--- config.mk ---
export PLATFORM = sky130hd
export DESIGN_NAME = instruction_fetch_flat
export DESIGN_NICKNAME = d
export VERILOG_FILES = /design/src/rtl/instruction_fetch_if.sv /design/src/rtl/instruction_fetch.sv /design/src/flat_wrapper.sv
export SDC_FILE = /design/constraint.sdc
export NUM_CORES = 1
export LEC_CHECK = 0
export CAP_MARGIN = 20
export CORE_MARGIN = 2
export CORE_UTILIZATION = 48
export DETAILED_ROUTE_END_ITERATION = 6
export PLACE_DENSITY_LB_ADDON = 0.2
export SYNTH_ARGS = -nofsm -noshare
export SYNTH_HDL_FRONTEND = slang
export SYNTH_SLANG_ARGS = --single-unit
--- constraint.sdc ---
create_clock -name Clock -period 2.21 [get_ports Clock]
set_clock_uncertainty 0.1 [all_clocks]
set_input_delay 0.221 -clock Clock [delete_from_list [all_inputs] [get_ports Clock]]
set_output_delay 0.221 -clock Clock [all_outputs]
set_load 0.005 [all_outputs]
--- src/rtl/instruction_fetch_if.sv ---
// Bus between instruction_fetch (master) and its neighbours: PC source, program ROM, decode.
// master = the fetch block, slave = the surrounding environment.
interface instruction_fetch_if #(
   parameter int ADDR_WIDTH  = 7,
   parameter int INSTR_WIDTH = 24
);
   logic [ADDR_WIDTH-1:0]  ProgramCounter;
   logic                   PCHold;
   logic [ADDR_WIDTH-1:0]  RomAddr;
   logic [INSTR_WIDTH-1:0] RomData;
   logic [INSTR_WIDTH-1:0] Instruction;
   logic [ADDR_WIDTH-1:0]  InstrAddr;
   logic                   InstrValid;
   logic                   InstrReady;
   logic                   Flush;

   modport master (
      input  ProgramCounter, RomData, InstrReady, Flush,
      output PCHold, RomAddr, Instruction, InstrAddr, InstrValid
   );

   modport slave (
      output ProgramCounter, RomData, InstrReady, Flush,
      input  PCHold, RomAddr, Instruction, InstrAddr, InstrValid
   );
endinterface

--- src/rtl/instruction_fetch.sv ---
// Fetches ROM words at the current PC into a DEPTH-entry FIFO for decode; word valid 2 cycles after issue.
// Credit stall: PCHold rises once buffered + in-flight words reach DEPTH, so the FIFO never overflows.
module instruction_fetch #(
   parameter int ADDR_WIDTH  = 7,
   parameter int INSTR_WIDTH = 24,
   parameter int DEPTH       = 4
) (
   input  logic                Clock,
   input  logic                Reset,
   instruction_fetch_if.master bus
);
   localparam int PTR_W = $clog2(DEPTH);
   localparam int CNT_W = PTR_W + 1;
   localparam logic [CNT_W-1:0] DEPTH_C = CNT_W'(DEPTH);

   typedef struct packed {
      logic [ADDR_WIDTH-1:0]  addr;
      logic [INSTR_WIDTH-1:0] dat;
   } entry_t;

   entry_t                 mem_q [DEPTH];
   entry_t                 mem_d [DEPTH];
   logic [PTR_W-1:0]       wr_ptr_q, wr_ptr_d;
   logic [PTR_W-1:0]       rd_ptr_q, rd_ptr_d;
   logic [CNT_W-1:0]       count_q, count_d;
   logic                   in_flight_q, in_flight_d;
   logic [ADDR_WIDTH-1:0]  in_flight_addr_q, in_flight_addr_d;
   logic [CNT_W-1:0]       credits_used;
   logic                   pc_hold, issue, push, pop, instr_vld;

   always_comb begin
      // A fetch in flight has already claimed a slot, so it counts against the credit.
      credits_used     = count_q + CNT_W'(in_flight_q);
      pc_hold          = Reset | bus.Flush | (credits_used >= DEPTH_C);
      issue            = ~pc_hold;
      instr_vld        = (count_q != '0);
      push             = in_flight_q & ~bus.Flush;
      pop              = instr_vld & bus.InstrReady & ~bus.Flush;

      in_flight_d      = issue;
      in_flight_addr_d = issue ? bus.ProgramCounter : in_flight_addr_q;

      mem_d    = mem_q;
      wr_ptr_d = wr_ptr_q;
      rd_ptr_d = rd_ptr_q;
      count_d  = count_q;

      if (push) begin
         mem_d[wr_ptr_q] = '{addr: in_flight_addr_q, dat: bus.RomData};
         wr_ptr_d        = wr_ptr_q + 1'b1;
      end
      if (pop) begin
         rd_ptr_d = rd_ptr_q + 1'b1;
      end

      case ({push, pop})
         2'b10:   count_d = count_q + 1'b1;
         2'b01:   count_d = count_q - 1'b1;
         default: count_d = count_q;
      endcase

      if (bus.Flush) begin
         count_d  = '0;
         wr_ptr_d = '0;
         rd_ptr_d = '0;
      end
   end

   always_ff @(posedge Clock) begin
      mem_q <= mem_d;
      if (Reset) begin
         wr_ptr_q         <= '0;
         rd_ptr_q         <= '0;
         count_q          <= '0;
         in_flight_q      <= 1'b0;
         in_flight_addr_q <= '0;
      end else begin
         wr_ptr_q         <= wr_ptr_d;
         rd_ptr_q         <= rd_ptr_d;
         count_q          <= count_d;
         in_flight_q      <= in_flight_d;
         in_flight_addr_q <= in_flight_addr_d;
      end
   end

   assign bus.PCHold      = pc_hold;
   assign bus.RomAddr     = bus.ProgramCounter;
   assign bus.InstrValid  = instr_vld;
   assign bus.Instruction = mem_q[rd_ptr_q].dat;
   assign bus.InstrAddr   = mem_q[rd_ptr_q].addr;

   a_no_overflow: assert property (@(posedge Clock) disable iff (Reset)
      !(push && (count_q == DEPTH_C)));
endmodule
--- src/flat_wrapper.sv ---
// flat-port wrapper written by rule: the top's interface ports become plain ports
module instruction_fetch_flat 
#(
   parameter int ADDR_WIDTH  = 7,
   parameter int INSTR_WIDTH = 24,
   parameter int DEPTH       = 4
)
  (Clock, Reset, bus_ProgramCounter, bus_RomData, bus_InstrReady, bus_Flush, bus_PCHold, bus_RomAddr, bus_Instruction, bus_InstrAddr, bus_InstrValid);
  instruction_fetch_if #(.ADDR_WIDTH(ADDR_WIDTH), .INSTR_WIDTH(INSTR_WIDTH)) bus_i ();
  input  logic Clock;
  input  logic Reset;
  input wire logic [$bits(bus_i.ProgramCounter)-1:0] bus_ProgramCounter;
  input wire logic [$bits(bus_i.RomData)-1:0] bus_RomData;
  input wire logic [$bits(bus_i.InstrReady)-1:0] bus_InstrReady;
  input wire logic [$bits(bus_i.Flush)-1:0] bus_Flush;
  output wire logic [$bits(bus_i.PCHold)-1:0] bus_PCHold;
  output wire logic [$bits(bus_i.RomAddr)-1:0] bus_RomAddr;
  output wire logic [$bits(bus_i.Instruction)-1:0] bus_Instruction;
  output wire logic [$bits(bus_i.InstrAddr)-1:0] bus_InstrAddr;
  output wire logic [$bits(bus_i.InstrValid)-1:0] bus_InstrValid;
  assign bus_i.ProgramCounter = bus_ProgramCounter;
  assign bus_i.RomData = bus_RomData;
  assign bus_i.InstrReady = bus_InstrReady;
  assign bus_i.Flush = bus_Flush;
  assign bus_PCHold = bus_i.PCHold;
  assign bus_RomAddr = bus_i.RomAddr;
  assign bus_Instruction = bus_i.Instruction;
  assign bus_InstrAddr = bus_i.InstrAddr;
  assign bus_InstrValid = bus_i.InstrValid;
  instruction_fetch #(.ADDR_WIDTH(ADDR_WIDTH), .INSTR_WIDTH(INSTR_WIDTH), .DEPTH(DEPTH)) u_core (.Clock(Clock), .Reset(Reset), .bus(bus_i));
endmodule
### After elaboration in Yosys (flattened, before gate mapping)

Cells that the tools add are included.

| storage, ports and cells | value |
|---|---|
| memory bits (writable) | 0 |
| latch bits | 0 |
| logic and storage cells | 44 |
| bits in read-only memories | 0 |
| output and inout bits | 40 |
| flip-flop bits (word level) | 139 |
| memories | 0 |

| cells by class | value |
|---|---|
| $mul | 0 |
| bitwise operators | 9 |
| equality and inequality tests | 2 |
| reduce and logical (&&, ||, !) cells | 4 |
| $add $sub $neg | 5 |
| muxes and demuxes | 7 |
| shift-type cells | 0 |
| divide/modulo/power cells | 0 |
| $lt $le $gt $ge | 4 |

Operators with widths:

| cell | count |
|---|---|
| 124-bit bitwise mux | 1 |
| 31-bit two-way mux | 3 |
| 31-bit binary-select mux with 2-bit select | 1 |
| 31-bit demux with 2-bit select | 1 |
| 3-bit >= comparator (second input constant) | 3 |
| 2-bit inverter with 3-bit output | 2 |
| 3-bit case mux with 2 select lines | 1 |
| 2-bit by 1-bit adder with 2-bit output (second input constant) | 2 |
| 3-bit by 1-bit adder with 3-bit output | 1 |
| 3-bit by 1-bit adder with 3-bit output (second input constant) | 1 |
| 1-bit AND | 3 |
| 3-bit by 1-bit less-than comparator with 1-bit output (second input constant) | 1 |
| 3-bit nonzero test | 1 |
| 3-bit by 1-bit subtractor with 3-bit output (second input constant) | 1 |
| 2-bit by 1-bit == test with 1-bit output (second input constant) | 1 |
| 2-bit == test (second input constant) | 1 |
| 1-bit inverter | 2 |
| 1-bit OR | 2 |
| 2-bit nonzero test | 1 |
| 2-bit OR reduction | 1 |
| 1-bit logical AND | 1 |

### Longest topological paths before layout

| depth | value |
|---|---|
| depth in word-level cells | 6 |
| mapped depth | 8 |
| depth with buffers taken out | 8 |

### Least setup slack after synthesis

OpenSTA, ideal clock, no wires.

| path | value |
|---|---|
| path type | register -> register |
| start point | reg u_core.in_flight_q |
| end point | reg u_core.mem_q[0] in the netlist's numbering (enable) |
| setup time | 391 ps |
| stages on the path, launching flop included | 3 |
| required time | 1,719 ps |
| data arrival time | 1,417 ps |
| clock period less this slack | 1,908 ps |
| slack | 302 ps |
| buffers on the path | 0 |
| cell sequence | dfxtp_1 > nor2b_1 > and2_1 |

| on the way | value |
|---|---|
| word-level cells in the longest chain between the ends | 1 |

RTL lines:

| element | RTL line | source |
|---|---|---|
| start: declaration | instruction_fetch.sv:26 | `logic in_flight_q, in_flight_d;` |
| start signal: assignment | instruction_fetch.sv:81 | `in_flight_q <= in_flight_d;` |
| 1-bit AND | instruction_fetch.sv:37 | `push = in_flight_q & ~bus.Flush;` |
| end signal: assignment | instruction_fetch.sv:70 | `mem_q <= mem_d;` |
| end: declaration | instruction_fetch.sv:21 | `entry_t mem_q [DEPTH];` |

No other way between the ends.
A chain may end at the register's enable or synchronous reset.

### Worst setup path in the final report

| path | value |
|---|---|
| start point | reg u_core.rd_ptr_q[0] |
| end point | out bus_InstrAddr[4] |

| on the way | value |
|---|---|
| word-level cells in the longest chain between the ends | 4 |

RTL lines:

| element | RTL line | source |
|---|---|---|
| start: declaration | instruction_fetch.sv:24 | `logic [PTR_W-1:0] rd_ptr_q, rd_ptr_d;` |
| start signal: assignment | instruction_fetch.sv:79 | `rd_ptr_q <= rd_ptr_d;` |
| 2-bit inverter with 3-bit output (not written as such) | instruction_fetch.sv:90 | `assign bus.InstrAddr = mem_q[rd_ptr_q].addr;` |
| 31-bit binary-select mux with 2-bit select | instruction_fetch.sv:90 |  |
| 31-bit two-way mux (2 in a row) | - |  |
| end: declaration | flat_wrapper.sv:19 | `output wire logic [$bits(bus_i.InstrAddr)-1:0] bus_InstrAddr;` |

No other way between the ends. The select of a mux whose other input is x is not followed.

==> impl_metrics.json <==
{
  "status": "completed",
  "dpl.cell_count": 462,
  "slew_headroom_pct": 80.00,
  "post_dp_cell_area_mm2": 0.006350,
  "netlist_area_mm2": 0.005319,
  "synth.most_common_cell": "edfxtp_1",
  "vias": 2576,
  "grt_antenna_before_repair": 0,
  "finalCritPeriodShare_pct": 97.58,
  "start_kind": "register",
  "async_flop_share_pct": 0,
  "power_frac_comb_pct": 3.6,
  "final_area_mm2": 0.006997,
  "drc": 0,
  "yosysWarnings": 0,
  "synth_top_area_cell": "edfxtp_1",
  "power.total_uw": 6111,
  "tns_ns": 0,
  "root_buffer": "clkbuf_8",
  "cp_max_fo": 4,
  "cts_tree": "done",
  "core_mm2": 0.01084,
  "antenna_cells": 0,
  "utilization_pct": 64.54,
  "slew_violations": 0,
  "drive_gt1_share_pct": 38.29,
  "cts_buffer_depth": 2,
  "avgViaCountPerCell": 5.121,
  "clkTransAtPathRegs_ns": 0.06,
  "max_cap_violations": 0,
  "grt_pass1_wl_um": 14400,
  "numCtsBuffers": 17,
  "hold_class": "in -> reg",
  "worstPathRequired_ns": 1.89,
  "critPathKind": "reg -> out",
  "synth-edff-count": 124,
  "power_report.internal_total_uw": 4987,
  "totalWireLength_um": 9171,
  "worst_slew_pin_slew_ns": 0.3000,
  "synth_top_flop_cell": "edfxtp_1",
  "die_area_mm2": 0.01194,
  "clock-sinks": 139,
  "stdcell_count": 503,
  "synth_common_cells": "124 x edfxtp_1, 28 x mux4_2, 15 x dfxtp_1, 8 x nor2b_1",
  "seqPwrFrac_pct": 47.8,
  "setup_violations": 0,
  "initial_core_util_pct": 49.07,
  "dr.pass1.iters": 5,
  "switching_share_pct": 18.40,
  "grt_pass1_vias": 2728,
  "synth_seq_cells": 139,
  "cp-end-kind": "output pin",
  "fmax_mhz": 463.7,
  "p_sw_uw": 1124,
  "synth_top_cell_area_share_pct": 70.01,
  "vdd_drop_max_v": 0.0005343,
  "io_buffers": 74,
  "syn_area_per_cell_um2": 21.53,
  "clkPwrFrac_pct": 48.7,
  "synthToLayoutAreaGrowth_pct": 31.55,
  "yosysSeqAreaShare_pct": 75.65,
  "htreeDepth": 4,
  "rsz0062_at_grt": "true",
  "finalHoldViolations": 0,
  "path_cells": "buf_4 > buf_16 > mux4_2 > buf_2",
  "period_needed_ns": 2.157,
  "ant_nets": 0,
  "die_x_um": 109.3,
  "io_pins": 75,
  "critPathArrivalTime_ns": 1.84,
  "overflow": 0,
  "rows": 38,
  "synthCells": 247,
  "leakage_uw": 0.002401,
  "cp_slowest_cell": "mux4_2",
  "clk_latency_ns": 0.51,
  "pwr_density_cell_mw_per_mm2": 873.4,
  "grt_start_max_net_pins": 32,
  "synth_fp_nets": 288,
  "gp_congestion": 0.7063,
  "die_y_um": 109.3,
  "grtUsageTotal_pct": 17.09,
  "drt_iter0_markers": 137,
  "routedWlPerCell_um": 18.23,
  "synthTopCellsByArea": "edfxtp_1 70%, mux4_2 12%, dfxtp_1 5.6%",
  "nets": 391,
  "yosysUniqueCellTypes": 31,
  "postCtsHoldBufs": 0,
  "dpl.hpwl_um": 5645,
  "max_stage_delay_ns": 0.52
}
[kinds of logic after synthesis]
family	Yosys count	share of synthesized area, %
buf+inv	25	2.940
simple gates	26	2.870
fa+ha+maj	6	1.553
compound gates	9	0.9882
mux	39	15.50
xor+xnor	3	0.4941
flops	139	75.65
[layout make-up]
type / count / area (um^2)
flip-flops and latches: 139 / 4033
fillers: 781 / 3844
multi-input cells: 83 / 1142
repair buffers: 100 / 975.9
clock buffers: 18 / 417.9
clock inverters: 14 / 216.5
well taps: 140 / 175.2
inverters: 9 / 36.28
[routing by layer]
metal	track usage, %	vias to the layer above	part of all wire (%)
li1	-	1199	-
met1	22.51	1293	44
met2	27.15	76	50
met3	4.603	8	5.2
met4	7.052	0	1.1
met5	0	-	0
[final timing paths]
path,from,end,slack [ns],cells past startpoint
setup / recovery,u_core.rd_ptr_q[0],bus_InstrAddr[4],0.05,4
hold / removal,bus_RomData[4],u_core.mem_q[97],0.24,1
setup reg to reg,u_core.count_q[2],u_core.count_q[2],0.16,8
hold reg to reg,u_core.in_flight_addr_q[5],u_core.mem_q[60],0.40,0
[cells in the final DEF (no fill, tap or decap), types with 2 or more instances in the layout]
cell / n
buf_6: 4
clkinv_4: 2
mux4_2: 30
inv_1: 7
ha_1: 5
buf_12: 9
buf_2: 25
and2_2: 4
a21oi_1: 4
clkbuf_16: 16
buf_16: 3
nor2b_1: 8
xor2_1: 2
buf_4: 12
clkbuf_2: 4
nor2_1: 7
clkdlybuf4s50_1: 42
or3_1: 2
bufinv_16: 5
mux2_4: 7
o21ai_0: 2
edfxtp_1: 124
dfxtp_2: 4
inv_6: 3
clkinv_2: 3
dfxtp_1: 10
[repair_timing]
item / CTS / global route
endpoints found under the setup margin: 31 / 24
gates cloned: 4 / 0
resized for setup: 122 / 15
buffers inserted: 9 / 0
[flip-flops by register name, indices dropped and copies added (netlist names)]
signal                   cells
u_core.in_flight_addr_q      7
u_core.in_flight_q           1
u_core.mem_q               124
u_core.rd_ptr_q              2
u_core.wr_ptr_q              2
u_core.count_q               3
[critical path, delay by kind of cell, from the launching register on]
family   cells  cell delay, ns
mux          1            0.52
buf+inv      3            0.42
flops        1            0.39
[power by group through the flow]
stage	Combinational, uW	Clock (uW)	Sequential, uW
global route	240	3140	2920
finish	217	2970	2920
detailed placement	233	0	2970
floorplan	82.5	0	2970
global placement	230	0	2970
CTS	224	3030	2920
[through the flow]
step | hold slack, ns | worst slack [ns]
final | 0.2370 | 0.05344
after global routing | 0.2357 | -0.005473
after CTS | 0.2130 | -0.07934
after detailed placement | 0.3841 | -0.1511
after global placement | 0.3747 | -0.02036
after floorplan | 0.2199 | 0.3019
Note: power is estimated with default switching activity, not from simulation.
